==> config.mk <==
export PLATFORM = sky130hd
export DESIGN_NAME = shift_arbiter
export DESIGN_NICKNAME = d
export VERILOG_FILES = /design/src/rtl/shift_arbiter.sv
export SDC_FILE = /design/constraint.sdc
export NUM_CORES = 1
export LEC_CHECK = 0
export ABC_AREA = 1
export CAP_MARGIN = 0
export CELL_PAD_IN_SITES_DETAIL_PLACEMENT = 1
export CELL_PAD_IN_SITES_GLOBAL_PLACEMENT = 1
export CORE_UTILIZATION = 26
export DETAILED_ROUTE_END_ITERATION = 7
export PLACE_DENSITY_LB_ADDON = 0.1
export SLEW_MARGIN = 40
export SYNTH_ARGS = -nofsm -noshare
export SYNTH_HDL_FRONTEND = slang
export SYNTH_SLANG_ARGS = --single-unit
==> constraint.sdc <==
create_clock -name i_clk -period 5.1 [get_ports i_clk]
set_clock_uncertainty 0.15 [all_clocks]
set_input_delay 1.02 -clock i_clk [delete_from_list [all_inputs] [get_ports i_clk]]
set_output_delay 1.02 -clock i_clk [all_outputs]
set_load 0.1 [all_outputs]
==> src/rtl/shift_arbiter.sv <==
// Two-requester front end for a shared external 64-bit right shifter.
// Requester 0 is the integer ALU (SRL/SRA/SRLW/SRAW) and requester 1 is the
// FPU mantissa-alignment path. Arbitration is round-robin and uses a
// valid/ready handshake. Results go into one registered response slot, one
// cycle after the request is accepted.
module shift_arbiter #(
  parameter int unsigned XLEN = 64,
  parameter int unsigned SHW  = 6
) (
  input  logic            i_clk,
  input  logic            i_reset_n,
  input  logic            i_req0_valid,
  output logic            o_req0_ready,
  input  logic [XLEN-1:0] i_req0_data,
  input  logic [SHW-1:0]  i_req0_shamt,
  input  logic            i_req0_sra,
  input  logic            i_req0_word,
  input  logic            i_req1_valid,
  output logic            o_req1_ready,
  input  logic [XLEN-1:0] i_req1_data,
  input  logic [SHW-1:0]  i_req1_shamt,
  output logic [XLEN-1:0] o_sh_a,
  output logic [SHW-1:0]  o_sh_b,
  output logic            o_sh_sra,
  input  logic [XLEN-1:0] i_sh_result,
  output logic            o_rsp_valid,
  input  logic            i_rsp_ready,
  output logic            o_rsp_id,
  output logic [XLEN-1:0] o_rsp_data,
  output logic            o_rsp_sticky
);

  localparam int unsigned HalfW = XLEN / 2;

  logic            r_rsp_valid;
  logic            r_rsp_id;
  logic [XLEN-1:0] r_rsp_data;
  logic            r_rsp_sticky;
  // Last winner. It resets to 1, so req0 wins the first contention.
  logic            r_rr_last;

  logic            w_slot_free;
  logic            w_win0;
  logic            w_win1;
  logic            w_xfer;
  logic            w_word_op;
  logic [XLEN-1:0] w_sh_a;
  logic [SHW-1:0]  w_sh_b;
  logic            w_sh_sra;
  logic [XLEN-1:0] w_lsb_mask;
  logic [XLEN-1:0] w_res;
  logic            w_sticky;

  // Grant logic: a lone requester wins, and on contention the requester
  // that did not win last time wins. No grant is given while in reset or
  // while the response slot is blocked.
  always_comb begin
    w_slot_free  = !r_rsp_valid || i_rsp_ready;
    w_win1       = i_req1_valid && (!i_req0_valid || !r_rr_last);
    w_win0       = i_req0_valid && !w_win1;
    o_req0_ready = i_reset_n && w_slot_free && w_win0;
    o_req1_ready = i_reset_n && w_slot_free && w_win1;
    w_xfer       = o_req0_ready || o_req1_ready;
  end

  // Operand steering to the shifter. The req0 fields are used whenever req1
  // is not winning, including cycles with no grant (the result is ignored).
  always_comb begin
    w_word_op = 1'b0;
    w_sh_a    = i_req0_data;
    w_sh_b    = i_req0_shamt;
    w_sh_sra  = i_req0_sra;
    if (w_win1) begin
      w_sh_a   = i_req1_data;
      w_sh_b   = i_req1_shamt;
      w_sh_sra = 1'b0;
    end else if (i_req0_word) begin
      // W-op: pre-extend the low word so SRAW shifts in bit 31. The amount
      // is limited to 5 bits.
      w_word_op = 1'b1;
      w_sh_a    = {{HalfW{i_req0_data[HalfW-1] & i_req0_sra}}, i_req0_data[HalfW-1:0]};
      w_sh_b    = {1'b0, i_req0_shamt[SHW-2:0]};
    end
    o_sh_a   = w_sh_a;
    o_sh_b   = w_sh_b;
    o_sh_sra = w_sh_sra;
  end

  // Result formatting and sticky bit. The sticky bit is the OR of the
  // operand bits that shift out, taken from the steered (already masked)
  // operand and amount.
  always_comb begin
    w_lsb_mask = (XLEN'(1) << w_sh_b) - XLEN'(1);
    w_sticky   = |(w_sh_a & w_lsb_mask);
    w_res      = i_sh_result;
    if (w_word_op) begin
      w_res = {{HalfW{i_sh_result[HalfW-1]}}, i_sh_result[HalfW-1:0]};
    end
  end

  // Response slot and round-robin pointer. Data fields hold their value
  // when the slot drains.
  always_ff @(posedge i_clk) begin
    if (!i_reset_n) begin
      r_rsp_valid  <= 1'b0;
      r_rsp_id     <= 1'b0;
      r_rsp_data   <= '0;
      r_rsp_sticky <= 1'b0;
      r_rr_last    <= 1'b1;
    end else if (w_xfer) begin
      r_rsp_valid  <= 1'b1;
      r_rsp_id     <= w_win1;
      r_rsp_data   <= w_res;
      r_rsp_sticky <= w_sticky;
      r_rr_last    <= w_win1;
    end else if (i_rsp_ready) begin
      r_rsp_valid  <= 1'b0;
    end
  end

  assign o_rsp_valid  = r_rsp_valid;
  assign o_rsp_id     = r_rsp_id;
  assign o_rsp_data   = r_rsp_data;
  assign o_rsp_sticky = r_rsp_sticky;

endmodule
* Yosys cells after proc, flatten, opt, wreduce, memory -nomap -nowiden *
Cells that the tools add are included.

storage, ports and cells
  logic and storage cells = 33
  flip-flop bits (word level) = 68
  bits of input ports = 211

operators by class
  bitwise logic cells = 2
  reduce and logical (&&, ||, !) cells = 14
  add/subtract/negate cells = 1
  muxes and demuxes = 10
  shift operators = 1

operator list
  kind                                                 number
  two-way mux 64 bit                                   3
  bitwise AND 64 bit                                   1
  OR reduction 64 bit                                  1
  left shift 1 x 6 -> 64 bit (first input constant)    1
  subtractor 64 x 2 -> 64 bit (second input constant)  1
  two-way mux 6 bit                                    2
  logical AND 1 bit                                    5
  two-way mux 1 bit                                    5
  logical NOT 1 bit                                    4
  logical OR 1 bit                                     3
  nonzero test 2 bit                                   1
  bitwise AND 1 bit                                    1

* Longest topological paths before layout *
Gate-level depths: netlist of the first run.

  depth in word-level cells = 8
  depth in mapped cells = 25
  mapped depth without buffers = 23

* Least setup slack after synthesis of the first run *
Ideal clock, no wire load.

  path kind = input to output
  start = in i_req0_valid
  end = out o_sh_a[51]
  path buffers = 4
  data required time = 3.930 ns
  setup slack = 0.300 ns
  arrival = 3.630 ns
  stages on the path = 8
  path through = nand2_2 -> nand2_2 -> buf_6 -> buf_6 -> clkbuf_1 -> buf_1 -> nor2_1 -> a31oi_1

on the way
  word-level cells in the longest chain between the ends = 4

ends and longest elaborated chain
  what                RTL line  text
  start, declared     12        input logic i_req0_valid,
  logical NOT 1 bit   59        w_win1 = i_req1_valid && (!i_req0_valid || !r_rr_last);
  logical OR 1 bit    59
  logical AND 1 bit   59
  two-way mux 64 bit  73        if (w_win1) begin
  end, declared       22        output logic [XLEN-1:0] o_sh_a,

Every way passes these cells.

* Worst setup path after layout of the first run *
  start = in i_req1_valid
  end = reg r_rsp_sticky, in the netlist o_rsp_sticky

on the way
  word-level cells in the longest chain between the ends = 6
  elaborated cells on any way between the ends = 12
  those cells by class = add/sub (1); shift (1); mux (2); bitwise (1); reduce/logical (7)

ends and longest elaborated chain
  what                         RTL line  text
  start, declared              18        input logic i_req1_valid,
  logical AND 1 bit (*)        59
  two-way mux 6 bit            73
  left shift 1 x 6 -> 64 bit   93        w_lsb_mask = (XLEN'(1) << w_sh_b) - XLEN'(1);
  subtractor 64 x 2 -> 64 bit  93
  bitwise AND 64 bit           94        w_sticky = |(w_sh_a & w_lsb_mask);
  OR reduction 64 bit          94
  end signal, assigned         114       r_rsp_sticky <= w_sticky;
  end, declared                38        logic r_rsp_sticky;

Every way passes the cells marked *; elsewhere a longest branch is shown, timed or not.
A chain may end at the register's enable or synchronous reset.

==> run metrics, run 1 <==
status=finished clean; simple-gate share of the synthesized area=0.552; CTS root buffer=clkbuf_16; Final min period=4.60 ns; sequential fraction of the synthesis area=0.219; Worst EP arrival=4.67 ns; total clock sinks=68; post-synthesis mux area share=0; Seq pwr share=0.183; sw frac=0.527; row count=between 50 and 60; Compound-Gate Fraction of Synth Area=0.132; Synth area leader=nand2_1; Commonest cells post-synth=nand2_1 (366), nor2_1 (221), nand4_1 (82); latest clock arrival within the worst-skew pair=roughly 0.34 ns; Final nets=1,681; commonest register cell after synthesis=dfxtp_1; Yosys cell types=30; CTS H-tree depth=3; Sw Pwr=0.00175 W; ANT cells=0; cell with the most instances after synthesis=nand2_1; Max VDD drop=0.000227 V; max-cap violations=0; via-per-instance ratio=~5.0; Placer Congestion=just over 1; leakage power=5.55 nW; Cell Area, Synth=around 6200 um2; GR Util All Layers=0.274; DR pass1 iterations=5; largest family of logic cells by synthesized area=simple AND/OR/NAND/NOR gates; DRC errors left=0; first-pass GRT wire length=51.4 mm; Synth async-reset ratio=0; CP startpoint kind=input pin; CTS max path bufs=2; Mapped Cells=1,149; fin. max-slew vios=0; Fill cells=3,065; endpoints failing setup=0; core area=between 20,000 and 25,000 um2; RSZ-0062 raised after global routing=false; clk slew on worst S/H paths=0.07 ns; P per Cell Area=312 nW/um2; Die ar.=24,500 um2; WL/cell=18.9 um; IO Pins=approximately 350; FF+latch count, synth=68; Slew headroom=0.525; CP Class=input pin to flop; grt ovf=0; CTS tree=done; DRT iter0 DRCs=between 500 and 600; vias in the first global route=9,142; Hold Path Class=flop to flop; Slew @ Worst Pin=~0.71 ns; Inserted Clock Buffers=9; hpwl dp=27.9 mm; cts repair resizes=0; DP Cell Count=roughly 1,800; Die Wd=156 um; Internal Power=0.00157 W; Setup TNS Final=0 ns; Starting Density=0.264; max frequency=217 MHz; share of cells above drive strength 1=0.151; initial antenna violation count=2; ranking of synthesized cells by area=nand2_1 (22%), dfxtp_1 (22%), nor2_1 (13%); Synth Area in Adders=0.00202; Die Y=156 um; syn avg cell area=5.40 um2; CP Max Fanout=19; Yosys top cell area share=0.221; Synth Area in XOR/XNOR=0; Yosys warnings=0; Area Overhead vs Synth=71.3%; Post-CTS Repair Setup Buffers=0; non-filler cells in the finished layout=1,793; Hold Buf Count CTS=0; largest net degree at the start of global routing=68; Comb power frac=0.624; post-layout util=0.453; fin crit share=0.903; Clock Power Share=0.193; Fin. Hold Viols=0; post-route ant nets=0; via count=between 9,000 and 10,000; Worst Path Required=5.16 ns; Post-synth EDFFs=0; Post-Synthesis Net Count=1,361; Routed WL=33.8 mm; Port Buf Inserts=350; Setup crit end kind=flop
-- critical path, cell delays in order --
cell and delay, ns:
clkdlybuf4s50_1 0.59, nand2_4 0.20, o21ai_4 0.45, inv_2 0.25
buf_4 0.27, nand4_1 0.24, nand2_1 0.15, nor2_1 0.22
nand2_1 0.12, inv_2 0.10, nand2_1 0.10, nor2_1 0.16
nand3_1 0.09, nand2_1 0.07, nor2_1 0.05, nor2_1 0.14
nand2_1 0.07, nor2_1 0.13, nand3_1 0.10, nor2_1 0.10
nor2_1 0.05
-- per-layer routing --
layer	GRT usage	part of all wire	up-vias
met5	0	0.00033	-
met1	0.316	0.40	4187
met3	0.0786	0.083	56
met4	0.0892	0.029	2
li1	-	-	4423
met2	0.482	0.48	358
-- cell type report --
type                       instances  area (um2)  share of cell area
timing repair buffer             372        4020               0.378
multi-input combinational        944        4270               0.402
clock buffer                       9         225              0.0212
sequential                        68        1360               0.128
clock inverter                     7        75.1             0.00706
tap                              319         399              0.0376
inverter                          74         278              0.0261
-- final timing paths --
check	startpoint	end	slack, ns	depth (start not counted)
setup / recovery	i_req1_valid	o_rsp_sticky	0.50	21
hold reg to reg	o_rsp_data[30]	o_rsp_data[30]	0.32	2
setup reg to reg	r_rr_last	o_rsp_sticky	1.36	21
hold / removal	o_rsp_data[30]	o_rsp_data[30]	0.32	2
-- registers in the layout, summed over array words and instances (netlist names) --
signal and cells:
o_rsp_data 64, o_rsp_id 1, o_rsp_valid 1, o_rsp_sticky 1
r_rr_last 1
-- power groups by stage --
stage | combinational, W | clock, W | sequential (W)
after floorplan | 0.00100 | 0 | 0.000974
final | 0.00207 | 0.000638 | 0.000607
after global placement | 0.00211 | 0 | 0.000616
after detailed placement | 0.00207 | 0 | 0.000616
after CTS | 0.00207 | 0.000655 | 0.000606
after global routing | 0.00218 | 0.000670 | 0.000612
-- cell families after synthesis --
group / after synthesis
AO/OA/AOI/OAI: 150
flip-flops: 68
AND/OR/NAND/NOR: 793
adder cells (fa/ha/maj): 1
buffers and inverters: 137
-- per-stage QoR --
step                      power, W  setup slack, ns  hold slack (ns)  cell area [um2]
after CTS                  0.00333            0.570            0.328            10600
after detailed placement   0.00268            0.225            0.316            10300
after global routing       0.00346            0.203            0.341            10600
after global placement     0.00272            0.240            0.311            10700
final                      0.00331            0.495            0.324            10600
after floorplan            0.00198            0.300            0.314             6200
-- layout by cell type (no fill, tap or decap), drive strengths merged, types with 9 or more instances in the layout --
cell	synthesis	final
buf	18	163
a21oi	35	35
dfxtp	68	68
nand3	77	77
nand4	85	85
inv	73	74
a31oi	32	32
nand2	375	375
nor2	238	238
clkdlybuf4s50	0	209
o21ai	82	82
clkbuf	45	9
Note: power is estimated with default switching activity, not from simulation.
==> run 2, diff against run 1 <==
--- a/config.mk
+++ b/config.mk
@@ -11,7 +11,9 @@
 export CELL_PAD_IN_SITES_GLOBAL_PLACEMENT = 1
 export CORE_UTILIZATION = 26
 export DETAILED_ROUTE_END_ITERATION = 7
-export PLACE_DENSITY_LB_ADDON = 0.1
+export PLACE_DENSITY_LB_ADDON = 0.15
+export REMOVE_ABC_BUFFERS = 1
+export SKIP_LAST_GASP = 1
 export SLEW_MARGIN = 40
 export SYNTH_ARGS = -nofsm -noshare
 export SYNTH_HDL_FRONTEND = slang
==> run 2 against run 1 <==
First-iteration DRC count down 20%. Maximum frequency up 4.1%. Via count down 1.1%. Critical path type unchanged. Largest cell class unchanged.
==> run metrics, run 2 (same netlist as run 1, synthesis figures left out) <==
status=finished clean; endpoints failing setup=0 (unchanged); Worst Path Required=5.18 ns (+0.02 ns); worst setup path start=i_req1_valid; DR pass1 iterations=5 (unchanged); FF-to-FF setup slack=1.51 ns (+0.15 ns); Setup crit end kind=flop; Die Y=156 um (unchanged); most frequent cells in the layout=nand2_1 (366), nor2_1 (220), clkdlybuf4s50_1 (209), nand4_1 (82), o21ai_0 (78); share of cells above drive strength 1=0.152 (+0.000575); total clock sinks=68 (unchanged); core area=23,500 um2 (unchanged); grt ovf=0 (unchanged); max frequency=226 MHz (+4.1%); GR Util All Layers=0.260 (-0.0137); CP startpoint kind=input pin; CTS tree=done; CP Class=input pin to flop; leakage power=5.56 nW (+0.12%); largest net degree at the start of global routing=67 (-1.5%); number of flip-flops in the largest register=64 (unchanged); CTS max path bufs=2 (unchanged); CTS root buffer=clkbuf_16; fin crit share=0.867 (-0.0355); Slew @ Worst Pin=0.605 ns (-0.103 ns); IO Pins=351 (unchanged); vias in the first global route=8,807 (-3.7%); Post-CTS Repair Setup Buffers=0 (unchanged); Routed WL=32.2 mm (-5.0%); DRT iter0 DRCs=436 (-20%); Starting Density=0.264 (unchanged); latest clock arrival within the worst-skew pair=0.33 ns (about the same); fin. max-slew vios=0 (unchanged); clk slew on worst S/H paths=0.08 ns (about the same); Reg2Reg Launch Point=r_rr_last; Worst EP arrival=4.50 ns (-0.17 ns); Setup TNS Final=0 ns (unchanged); reg2reg end=o_rsp_sticky; Hold Path Class=flop to flop; leading cell type in the layout, fill and taps excluded=nand2_1; Max VDD drop=0.000316 V (+39%); post-route ant nets=0 (unchanged); DRC errors left=0 (unchanged); WL/cell=17.9 um (-5.0%); CTS H-tree depth=3 (unchanged); Final min period=4.42 ns (-0.181 ns); Fin. Hold Viols=0 (unchanged); P per Cell Area=311 nW/um2 (-0.14%); CP Max Fanout=17 (-2); ANT cells=0 (unchanged); Placer Congestion=0.969 (-4.4%); DP Area=10,300 um2 (about the same); Inserted Clock Buffers=9 (unchanged); Slew headroom=0.595 (+0.0693); row count=56 (unchanged); via count=8,926 (-1.1%); hpwl dp=26.5 mm (-4.7%); cts repair resizes=0 (unchanged); via-per-instance ratio=4.98 (-1.2%); Final nets=1,682 (+0.059%); RSZ-0062 raised after global routing=false; Die Wd=156 um (unchanged); crit path to=o_rsp_sticky; Area Overhead vs Synth=71.4% (about the same); Worst Reg-to-Reg Cells=21 (unchanged); Die ar.=24,500 um2 (unchanged); Hold Buf Count CTS=0 (unchanged); Port Buf Inserts=350 (unchanged); first-pass GRT wire length=49.1 mm (-4.4%); initial antenna violation count=0 (-2); max-cap violations=0 (unchanged); post-route cell area=10,600 um2 (about the same)
[run 2: cell count changes in the layout (fill, tap and decap cells not counted)]
cell / delta
buf_4: +1
[run 2: how the worst min path moves through the flow]
stage / depth (start not counted) / start / endpoint
after floorplan: 2 / r_rr_last / r_rr_last
after global placement: 2 / o_rsp_id / o_rsp_id
after detailed placement: 2 / o_rsp_data[4] / o_rsp_data[4]
after CTS: 2 / o_rsp_data[4] / o_rsp_data[4]
after global routing: 2 / o_rsp_data[4] / o_rsp_data[4]
final: 2 / o_rsp_data[4] / o_rsp_data[4]
[run 2: final cells by class]
| type | instances | area, um2 |
|---|---|---|
| clock buffer | 9 | 225 |
| clock inverter | 7 | 75.1 |
| fill | 3119 | 12800 |
| inverter | 74 | 278 |
| multi-input combinational | 944 | 4270 |
| sequential | 68 | 1360 |
| tap | 319 | 399 |
| timing repair buffer | 373 | 4030 |
[run 2: power by group]
part	leakage (nW)	switching (W)	internal, W
logic	4.86	0.00145	0.000607
registers	0.563	0.0000247	0.000582
clock network	0.138	0.000269	0.000381
total	5.56	0.00174	0.00157
[run 2: per-stage QoR]
step	hold WS, ns	utilization	std cells	setup WS [ns]	power [W]
finish	0.328	0.453	1794	0.676	0.00331
global route	0.349	0.453	1794	0.316	0.00348
CTS	0.331	0.453	1794	0.674	0.00333
detailed placement	0.317	0.440	1778	0.305	0.00268
global placement	0.309	0.455	1778	0.389	0.00271
floorplan	0.314	-	1086	-1.46	0.00194
[run 2: layer usage]
metal,up-vias,part of all wire,track usage
met2,307,0.50,0.468
li1,4429,-,-
met4,0,0.023,0.0756
met1,4151,0.40,0.294
met3,39,0.080,0.0764
met5,-,0,0
[run 2: critical path, stage by stage]
cell and delay (ns):
clkdlybuf4s50_1 0.58, nand2_4 0.18, inv_2 0.15, nand2_1 0.08, nand2_2 0.08, inv_2 0.12
nand4_1 0.17, ha_1 0.19, inv_1 0.07, nor2_1 0.35, nand2_2 0.18, nor2_2 0.45
nand2_1 0.16, nor2_1 0.14, nand2_1 0.06, nand3_1 0.08, nand2_1 0.06, nor2_1 0.10
nand4_1 0.08, nor2_1 0.13, nor2_1 0.05
